--- config.mk ---
export PLATFORM = sky130hd
export DESIGN_NAME = kersram_w
export DESIGN_NICKNAME = d
export VERILOG_FILES = /design/src/rtl/kersram_pkg.sv /design/src/rtl/kersram_w_addrgen.sv /design/src/rtl/kersram_w.sv
export SDC_FILE = /design/constraint.sdc
export NUM_CORES = 1
export LEC_CHECK = 0
export CAP_MARGIN = 10
export CORE_MARGIN = 2
export CORE_UTILIZATION = 40
export CTS_BUF_LIST = sky130_fd_sc_hd__clkbuf_16
export DETAILED_ROUTE_END_ITERATION = 12
export PLACE_DENSITY_LB_ADDON = 0.2
export SLEW_MARGIN = 10
export SYNTH_ARGS = -nofsm -noshare
export SYNTH_HDL_FRONTEND = slang
export SYNTH_SLANG_ARGS = --single-unit
export TNS_END_PERCENT = 5
--- constraint.sdc ---
create_clock -name clk -period 2.9 [get_ports clk]
set_clock_uncertainty 0.1 [all_clocks]
set_input_delay 0.58 -clock clk [delete_from_list [all_inputs] [get_ports clk]]
set_output_delay 0.58 -clock clk [all_outputs]
set_load 0.01 [all_outputs]
--- src/rtl/kersram_pkg.sv ---
// Shared kernel SRAM constants and FSM encoding, used by both the fill and read engines
// so the two sides agree on one address map.
package kersram_pkg;
    localparam int CH_ADDR  = 4;
    localparam int CP_PIX   = 9;
    localparam int KER_NUM  = 8;
    localparam int SRAM_NUM = 8;
    localparam int ONCE_CP  = CH_ADDR * CP_PIX;
    localparam int TOTAL    = ONCE_CP * SRAM_NUM * KER_NUM;

    localparam int WORD_W = $clog2(ONCE_CP);
    localparam int BANK_W = $clog2(SRAM_NUM);
    localparam int KER_W  = $clog2(KER_NUM);

    typedef enum logic [1:0] {
        IDLE = 2'd0,
        LOAD = 2'd1,
        DONE = 2'd2
    } ker_state_e;
endpackage

--- src/rtl/kersram_w_addrgen.sv ---
// Word/bank/kernel counters for the kernel fill stream; bank and addr describe the current beat.
// Combinational outputs, counters advance on i_step; holding i_step low stalls everything.
// i_clear has priority and returns every counter to zero.
module kersram_w_addrgen
    import kersram_pkg::*;
#(
    parameter int ADDR_W = 11
) (
    input  logic              clk,
    input  logic              reset,
    input  logic              i_step,
    input  logic              i_clear,
    output logic [BANK_W-1:0] o_bank,
    output logic [ADDR_W-1:0] o_addr,
    output logic              o_last
);
    localparam logic [WORD_W-1:0] WORD_LAST = WORD_W'(ONCE_CP - 1);
    localparam logic [BANK_W-1:0] BANK_LAST = BANK_W'(SRAM_NUM - 1);
    localparam logic [KER_W-1:0]  KER_LAST  = KER_W'(KER_NUM - 1);

    logic [WORD_W-1:0] r_word;
    logic [BANK_W-1:0] r_bank;
    logic [KER_W-1:0]  r_ker;
    logic [ADDR_W-1:0] r_base;
    logic              w_word_wrap;
    logic              w_bank_wrap;

    assign w_word_wrap = (r_word == WORD_LAST);
    assign w_bank_wrap = (r_bank == BANK_LAST);

    // r_base tracks ker_idx*ONCE_CP so the address needs only an adder.
    always_ff @(posedge clk or negedge reset) begin
        if (!reset) begin
            r_word <= '0;
            r_bank <= '0;
            r_ker  <= '0;
            r_base <= '0;
        end else if (i_clear) begin
            r_word <= '0;
            r_bank <= '0;
            r_ker  <= '0;
            r_base <= '0;
        end else if (i_step) begin
            if (w_word_wrap) begin
                r_word <= '0;
                if (w_bank_wrap) begin
                    r_bank <= '0;
                    if (r_ker == KER_LAST) begin
                        r_ker  <= '0;
                        r_base <= '0;
                    end else begin
                        r_ker  <= r_ker + 1'b1;
                        r_base <= r_base + ADDR_W'(ONCE_CP);
                    end
                end else begin
                    r_bank <= r_bank + 1'b1;
                end
            end else begin
                r_word <= r_word + 1'b1;
            end
        end
    end

    assign o_bank = r_bank;
    assign o_addr = r_base + ADDR_W'(r_word);
    assign o_last = w_word_wrap && w_bank_wrap && (r_ker == KER_LAST);
endmodule

--- src/rtl/kersram_w.sv ---
// Kernel SRAM fill engine: streams TOTAL weight words into 8 banks (optional KERSRAM_W_CHKSUM_EN).
// Write strobe/addr/data registered, one cycle after beat acceptance; done coincides with last strobe.
// din_ready high only in LOAD; din_valid low stalls all counters and issues no write.
module kersram_w
    import kersram_pkg::*;
#(
    parameter int DATA_W = 64,
    parameter int ADDR_W = 11
) (
    input  logic                clk,
    input  logic                reset,
    input  logic                start_ker_write,
    output logic                ker_write_busy,
    output logic                ker_write_done,
    input  logic [DATA_W-1:0]   din,
    input  logic                din_valid,
    output logic                din_ready,
    output logic [SRAM_NUM-1:0] cen_kersw,
    output logic [SRAM_NUM-1:0] wen_kersw,
    output logic [ADDR_W-1:0]   addr_kersw,
    output logic [DATA_W-1:0]   din_kersw
`ifdef KERSRAM_W_CHKSUM_EN
    ,
    output logic [15:0]         ker_chksum
`endif
);
    ker_state_e        r_state;
    logic              r_busy;
    logic              r_done;
    logic              r_ready;
    logic [SRAM_NUM-1:0] r_cen;
    logic [ADDR_W-1:0] r_addr;
    logic [DATA_W-1:0] r_dat;

    logic              w_accept;
    logic              w_clear;
    logic [BANK_W-1:0] w_bank;
    logic [ADDR_W-1:0] w_addr;
    logic              w_last;

    assign w_accept = din_valid & r_ready;
    assign w_clear  = (r_state == IDLE) & start_ker_write;

    kersram_w_addrgen #(.ADDR_W(ADDR_W)) u_addrgen (
        .clk     (clk),
        .reset   (reset),
        .i_step  (w_accept),
        .i_clear (w_clear),
        .o_bank  (w_bank),
        .o_addr  (w_addr),
        .o_last  (w_last)
    );

    always_ff @(posedge clk or negedge reset) begin
        if (!reset) begin
            r_state <= IDLE;
            r_busy  <= 1'b0;
            r_done  <= 1'b0;
            r_ready <= 1'b0;
        end else begin
            case (r_state)
                IDLE: if (start_ker_write) begin
                    r_state <= LOAD;
                    r_busy  <= 1'b1;
                    r_ready <= 1'b1;
                end
                LOAD: if (w_accept && w_last) begin
                    r_state <= DONE;
                    r_busy  <= 1'b0;
                    r_ready <= 1'b0;
                    r_done  <= 1'b1;
                end
                DONE: begin
                    r_state <= IDLE;
                    r_done  <= 1'b0;
                end
                default: begin
                    r_state <= IDLE;
                    r_busy  <= 1'b0;
                    r_ready <= 1'b0;
                    r_done  <= 1'b0;
                end
            endcase
        end
    end

    // Address and data hold between writes; only the strobes fall back to idle.
    always_ff @(posedge clk or negedge reset) begin
        if (!reset) begin
            r_cen  <= '1;
            r_addr <= '0;
            r_dat  <= '0;
        end else begin
            r_cen <= w_accept ? ~(SRAM_NUM'(1) << w_bank) : '1;
            if (w_accept) begin
                r_addr <= w_addr;
                r_dat  <= din;
            end
        end
    end

`ifdef KERSRAM_W_CHKSUM_EN
    logic [15:0] r_chksum;
    logic [15:0] w_lane_sum;

    always_comb begin
        w_lane_sum = '0;
        for (int k = 0; k < DATA_W / 16; k++) begin
            w_lane_sum = w_lane_sum + din[16*k +: 16];
        end
    end

    always_ff @(posedge clk or negedge reset) begin
        if (!reset) begin
            r_chksum <= '0;
        end else if (w_clear) begin
            r_chksum <= '0;
        end else if (w_accept) begin
            r_chksum <= r_chksum + w_lane_sum;
        end
    end

    assign ker_chksum = r_chksum;
`endif

    assign ker_write_busy = r_busy;
    assign ker_write_done = r_done;
    assign din_ready      = r_ready;
    assign cen_kersw      = r_cen;
    assign wen_kersw      = r_cen;
    assign addr_kersw     = r_addr;
    assign din_kersw      = r_dat;
endmodule

==> load_flow_metrics.sql <==
INSERT INTO impl_metrics (metric_group, metric, value, unit) VALUES
('synth', 'yosys.area.top_type', 'sky130_fd_sc_hd__dfrtp_1', ''),
('flow_run', 'max_cap_violations', '0', ''),
('global_routing', 'wire_length_of_the_first_global_routing_pass', '19400', 'um'),
('floorplanning', 'top_level_ports', '162', ''),
('global_routing', 'global_route.usage.total', '0.187', ''),
('drt', 'drt_pre_antenna_iters', '4', ''),
('finish', 'final_nets', '736', ''),
('clock_network', 'cts_buffers', '9', ''),
('synth', 'post_synthesis_async_set_or_reset_flop_share', '1.00', ''),
('floorplanning', 'die_area', '12600', 'um^2'),
('floorplanning', 'chipHeight', '112', 'um'),
('synth', 'ys_types', '45', ''),
('drt', 'via_per_inst', '4.93', ''),
('setup_path', 'critPathMaxFanout', '16', ''),
('global_routing', 'grt_overflow', '0', ''),
('synth', 'mappedNetlistNets', '589', ''),
('global_routing', 'grt_start_max_net_pins', '47', ''),
('timing', 'final.min_clock_period', '2.31', 'ns'),
('placement', 'finalWeightedCongestion', '0.796', ''),
('clock_network', 'clock_pin_transition_on_the_worst_setup_and_hold_timing_paths', '0.07', 'ns'),
('synth', 'syn_avg_cell_area', '9.28', 'um^2'),
('drt', 'route.vias.total', '3947', ''),
('global_routing', 'grt.met1_usage', '0.246', ''),
('synth', 'number_of_flops_mapped_to_enable_cells_by_yosys', '0', ''),
('finish', 'antenna_cells', '0', ''),
('global_routing', 'gr-usage-met3', '0.0356', ''),
('global_routing', 'met2_usage', '0.312', ''),
('finish', 'final_layout_size_suffix_gt1_frac', '0.0669', ''),
('status', 'run_status', 'finished, final reports clean', ''),
('floorplanning', 'floorplan.initialDensity', '0.411', ''),
('finish', 'final.fill_count', '1017', ''),
('power_and_ir_drop', 'vdd_drop_max', '0.384', 'mV'),
('drt', 'post_drt_wl_per_cell', '14.1', 'um'),
('setup_path', 'setup.worst_path.end_class', 'flip-flop', ''),
('floorplanning', 'chip_width', '112', 'um'),
('clock_network', 'clock_latency', '0.34', 'ns'),
('synth', 'netlist_instances', '506', ''),
('clock_network', 'hold_buffers', '0', ''),
('setup_path', 'critPathKind', 'flip-flop to flip-flop', ''),
('synth', 'synth.top_cell.area_share', '0.533', ''),
('hold_path', 'hold_class', 'input port to asynchronous set/reset pin', ''),
('global_routing', 'first_global_vias', '3913', ''),
('synth', 'synth.area.top_cells', 'sky130_fd_sc_hd__dfrtp_1 (53%), sky130_fd_sc_hd__nand2_1 (18%), sky130_fd_sc_hd__dfstp_2 (4.5%)', ''),
('setup_path', 'critPathRequiredTime', '3.01', 'ns'),
('synth', 'synthesis.area', '4690', 'um^2'),
('clock_network', 'post_cts_buffers', '0', ''),
('synth', 'synthFlopType', 'sky130_fd_sc_hd__dfrtp_1', ''),
('timing', 'final-setup-viol-count', '0', ''),
('floorplanning', 'num_rows', '39', ''),
('setup_path', 'crit_path_start_kind', 'flip-flop', ''),
('placement', 'placedInstanceArea', '6410', 'um^2'),
('synth', 'yosys_register_bits', '108', ''),
('synth', 'ys_warn_count', '0', ''),
('timing', 'timing.final.max_slew_violations', '0', ''),
('clock_network', 'clock_tree.buffer_depth', '2', ''),
('finish', 'area_growth', '43.5', '%'),
('clock_network', 'cts.sink_count', '108', ''),
('timing', 'totalNegativeSetupSlack', '0', 'ns'),
('floorplanning', 'fp.coreArea', '11400', 'um^2'),
('timing', 'tightestPinTransition', '0.619', 'ns'),
('placement', 'place.detailed.hpwl', '8320', 'um'),
('placement', 'port_buffers', '161', ''),
('clock_network', 'clock-root-buffer', 'sky130_fd_sc_hd__clkbuf_16', ''),
('power_and_ir_drop', 'power_per_cell_area', '601', 'nW/um^2'),
('timing', 'timing.fmax', '0.433', 'GHz'),
('setup_path', 'worstPathArrival', '2.42', 'ns'),
('global_routing', 'top_usage_layer', 'met2', ''),
('timing', 'slew-limit-headroom', '0.586', ''),
('clock_network', 'cts_tree', 'done', ''),
('timing', 'post-route-period-util', '0.796', ''),
('timing', 'hold_slack', '0.0694', 'ns'),
('drt', 'drc_errors', '0', ''),
('finish', 'finalInstanceArea', '6740', 'um^2'),
('drt', 'route.antenna.remaining_nets', '0', ''),
('power_and_ir_drop', 'p_leak', '3.12', 'nW'),
('timing', 'report.final.hold_viol_count', '0', ''),
('drt', 'drt-total-wl', '11300', 'um'),
('clock_network', 'post_cts_resized', '0', ''),
('drt', 'drtIter0Drc', '222', ''),
('global_routing', 'grt_antenna_before_repair', '0', ''),
('timing', 'rsz_0062_raised_after_global_routing', 'false', ''),
('synth', 'synth.yosys.seq_area_share', '0.578', ''),
('clock_network', 'cts_htree_levels', '3', '');
==> area by class of cell <==
type	instances	area, um^2	share of cell area
Clock buffer	9	225	0.0334
Clock inverter	7	92.6	0.0137
Inverter	12	45.0	0.00669
Multi-Input combinational cell	354	1780	0.265
Sequential cell	108	2710	0.403
Tap cell	143	179	0.0266
Timing Repair Buffer	168	1700	0.252
==> critical path, cell delays in order (launching register included) <==
cell and delay [ns]:
sky130_fd_sc_hd__dfrtp_1 0.43, sky130_fd_sc_hd__ha_1 0.24, sky130_fd_sc_hd__ha_1 0.22, sky130_fd_sc_hd__and3_1 0.27, sky130_fd_sc_hd__a31oi_2 0.57, sky130_fd_sc_hd__nand2b_1 0.25
sky130_fd_sc_hd__o22ai_1 0.09
==> report_power, final <==
group	switching, W	internal [W]
sequential	0.000174	0.00169
combinational	0.000402	0.000485
clock	0.000540	0.000754
==> synthesized netlist by cell type, drive strengths merged (2+ instances only) <==
library cell	count
a21oi	11
a311oi	3
a31o	4
a31oi	3
a41oi	3
and2	2
and3	3
buf	13
clkbuf	19
dfrtp	100
dfstp	8
ha	15
inv	12
nand2	227
nand2b	6
nand3	12
nand4	5
nor2	7
nor3	2
nor3b	2
o21ai	19
o21bai	2
o22ai	2
o31ai	2
or3	3
xnor2	6
xor2	3
==> final timing paths <==
kind	from	to	slack, ns	cells after the start
min in group clk	din_kersw[58]$_DFFE_PN0P_	din_kersw[58]$_DFFE_PN0P_	0.37	2
hold reg to reg	din_kersw[58]$_DFFE_PN0P_	din_kersw[58]$_DFFE_PN0P_	0.37	2
setup / recovery	u_addrgen.o_bank[0]$_DFFE_PN0P_	u_addrgen.r_base[5]$_DFFE_PN0P_	0.59	6
max in group asynchronous	reset	din_kersw[4]$_DFFE_PN0P_	1.86	2
hold / removal	reset	din_kersw[13]$_DFFE_PN0P_	0.07	1
setup reg to reg	u_addrgen.o_bank[0]$_DFFE_PN0P_	u_addrgen.r_base[5]$_DFFE_PN0P_	0.59	6
==> logic make-up after synthesis <==
| logic type | Yosys count | share of synthesized area |
|---|---|---|
| and+or+nand+nor | 273 | 0.242 |
| DFF | 108 | 0.578 |
| AOI/OAI and AO/OA | 56 | 0.0778 |
| buffers and inverters | 44 | 0.0448 |
| adders and majority gates | 15 | 0.0400 |
| xor gates and xnor gates | 9 | 0.0168 |
| other | 1 | 0.000799 |
==> state kept, by name (all words and copies together) (netlist names) <==
name,cells
u_addrgen.r_ker,3
ker_write_done,1
din_kersw,64
u_addrgen.r_base,9
r_state,2
addr_kersw,11
din_ready,1
u_addrgen.r_word,6
u_addrgen.o_bank,3
cen_kersw,8
==> layout by cell type (no fill, tap or decap), types with 4 or more instances in the layout <==
master,n
sky130_fd_sc_hd__nand2_1,226
sky130_fd_sc_hd__clkdlybuf4s50_1,160
sky130_fd_sc_hd__dfrtp_1,100
sky130_fd_sc_hd__o21ai_0,18
sky130_fd_sc_hd__ha_1,15
sky130_fd_sc_hd__inv_1,13
sky130_fd_sc_hd__a21oi_1,11
sky130_fd_sc_hd__nand3_1,10
sky130_fd_sc_hd__clkbuf_16,9
sky130_fd_sc_hd__dfstp_2,8
sky130_fd_sc_hd__nor2_1,7
sky130_fd_sc_hd__nand2b_1,6
sky130_fd_sc_hd__xnor2_1,6
sky130_fd_sc_hd__nand4_1,5
sky130_fd_sc_hd__buf_4,5
sky130_fd_sc_hd__a31o_2,4
==> metrics by stage <==
stage               utilization  setup slack [ns]  instances  power [W]
floorplan                     -             0.956        506    0.00227
global placement          0.561             0.164        785    0.00276
detailed placement        0.561             0.111        785    0.00279
CTS                       0.589             0.244        801    0.00409
global route              0.590             0.363        801    0.00428
finish                    0.590             0.592        801    0.00405
==> layer usage <==
layer | part of all wire | routed length, um
met5 | 0 | 0
met4 | 0.023 | 255
met1 | 0.44 | 4980
met2 | 0.49 | 5530
met3 | 0.049 | 557
Power figures use the tool's default switching activity.
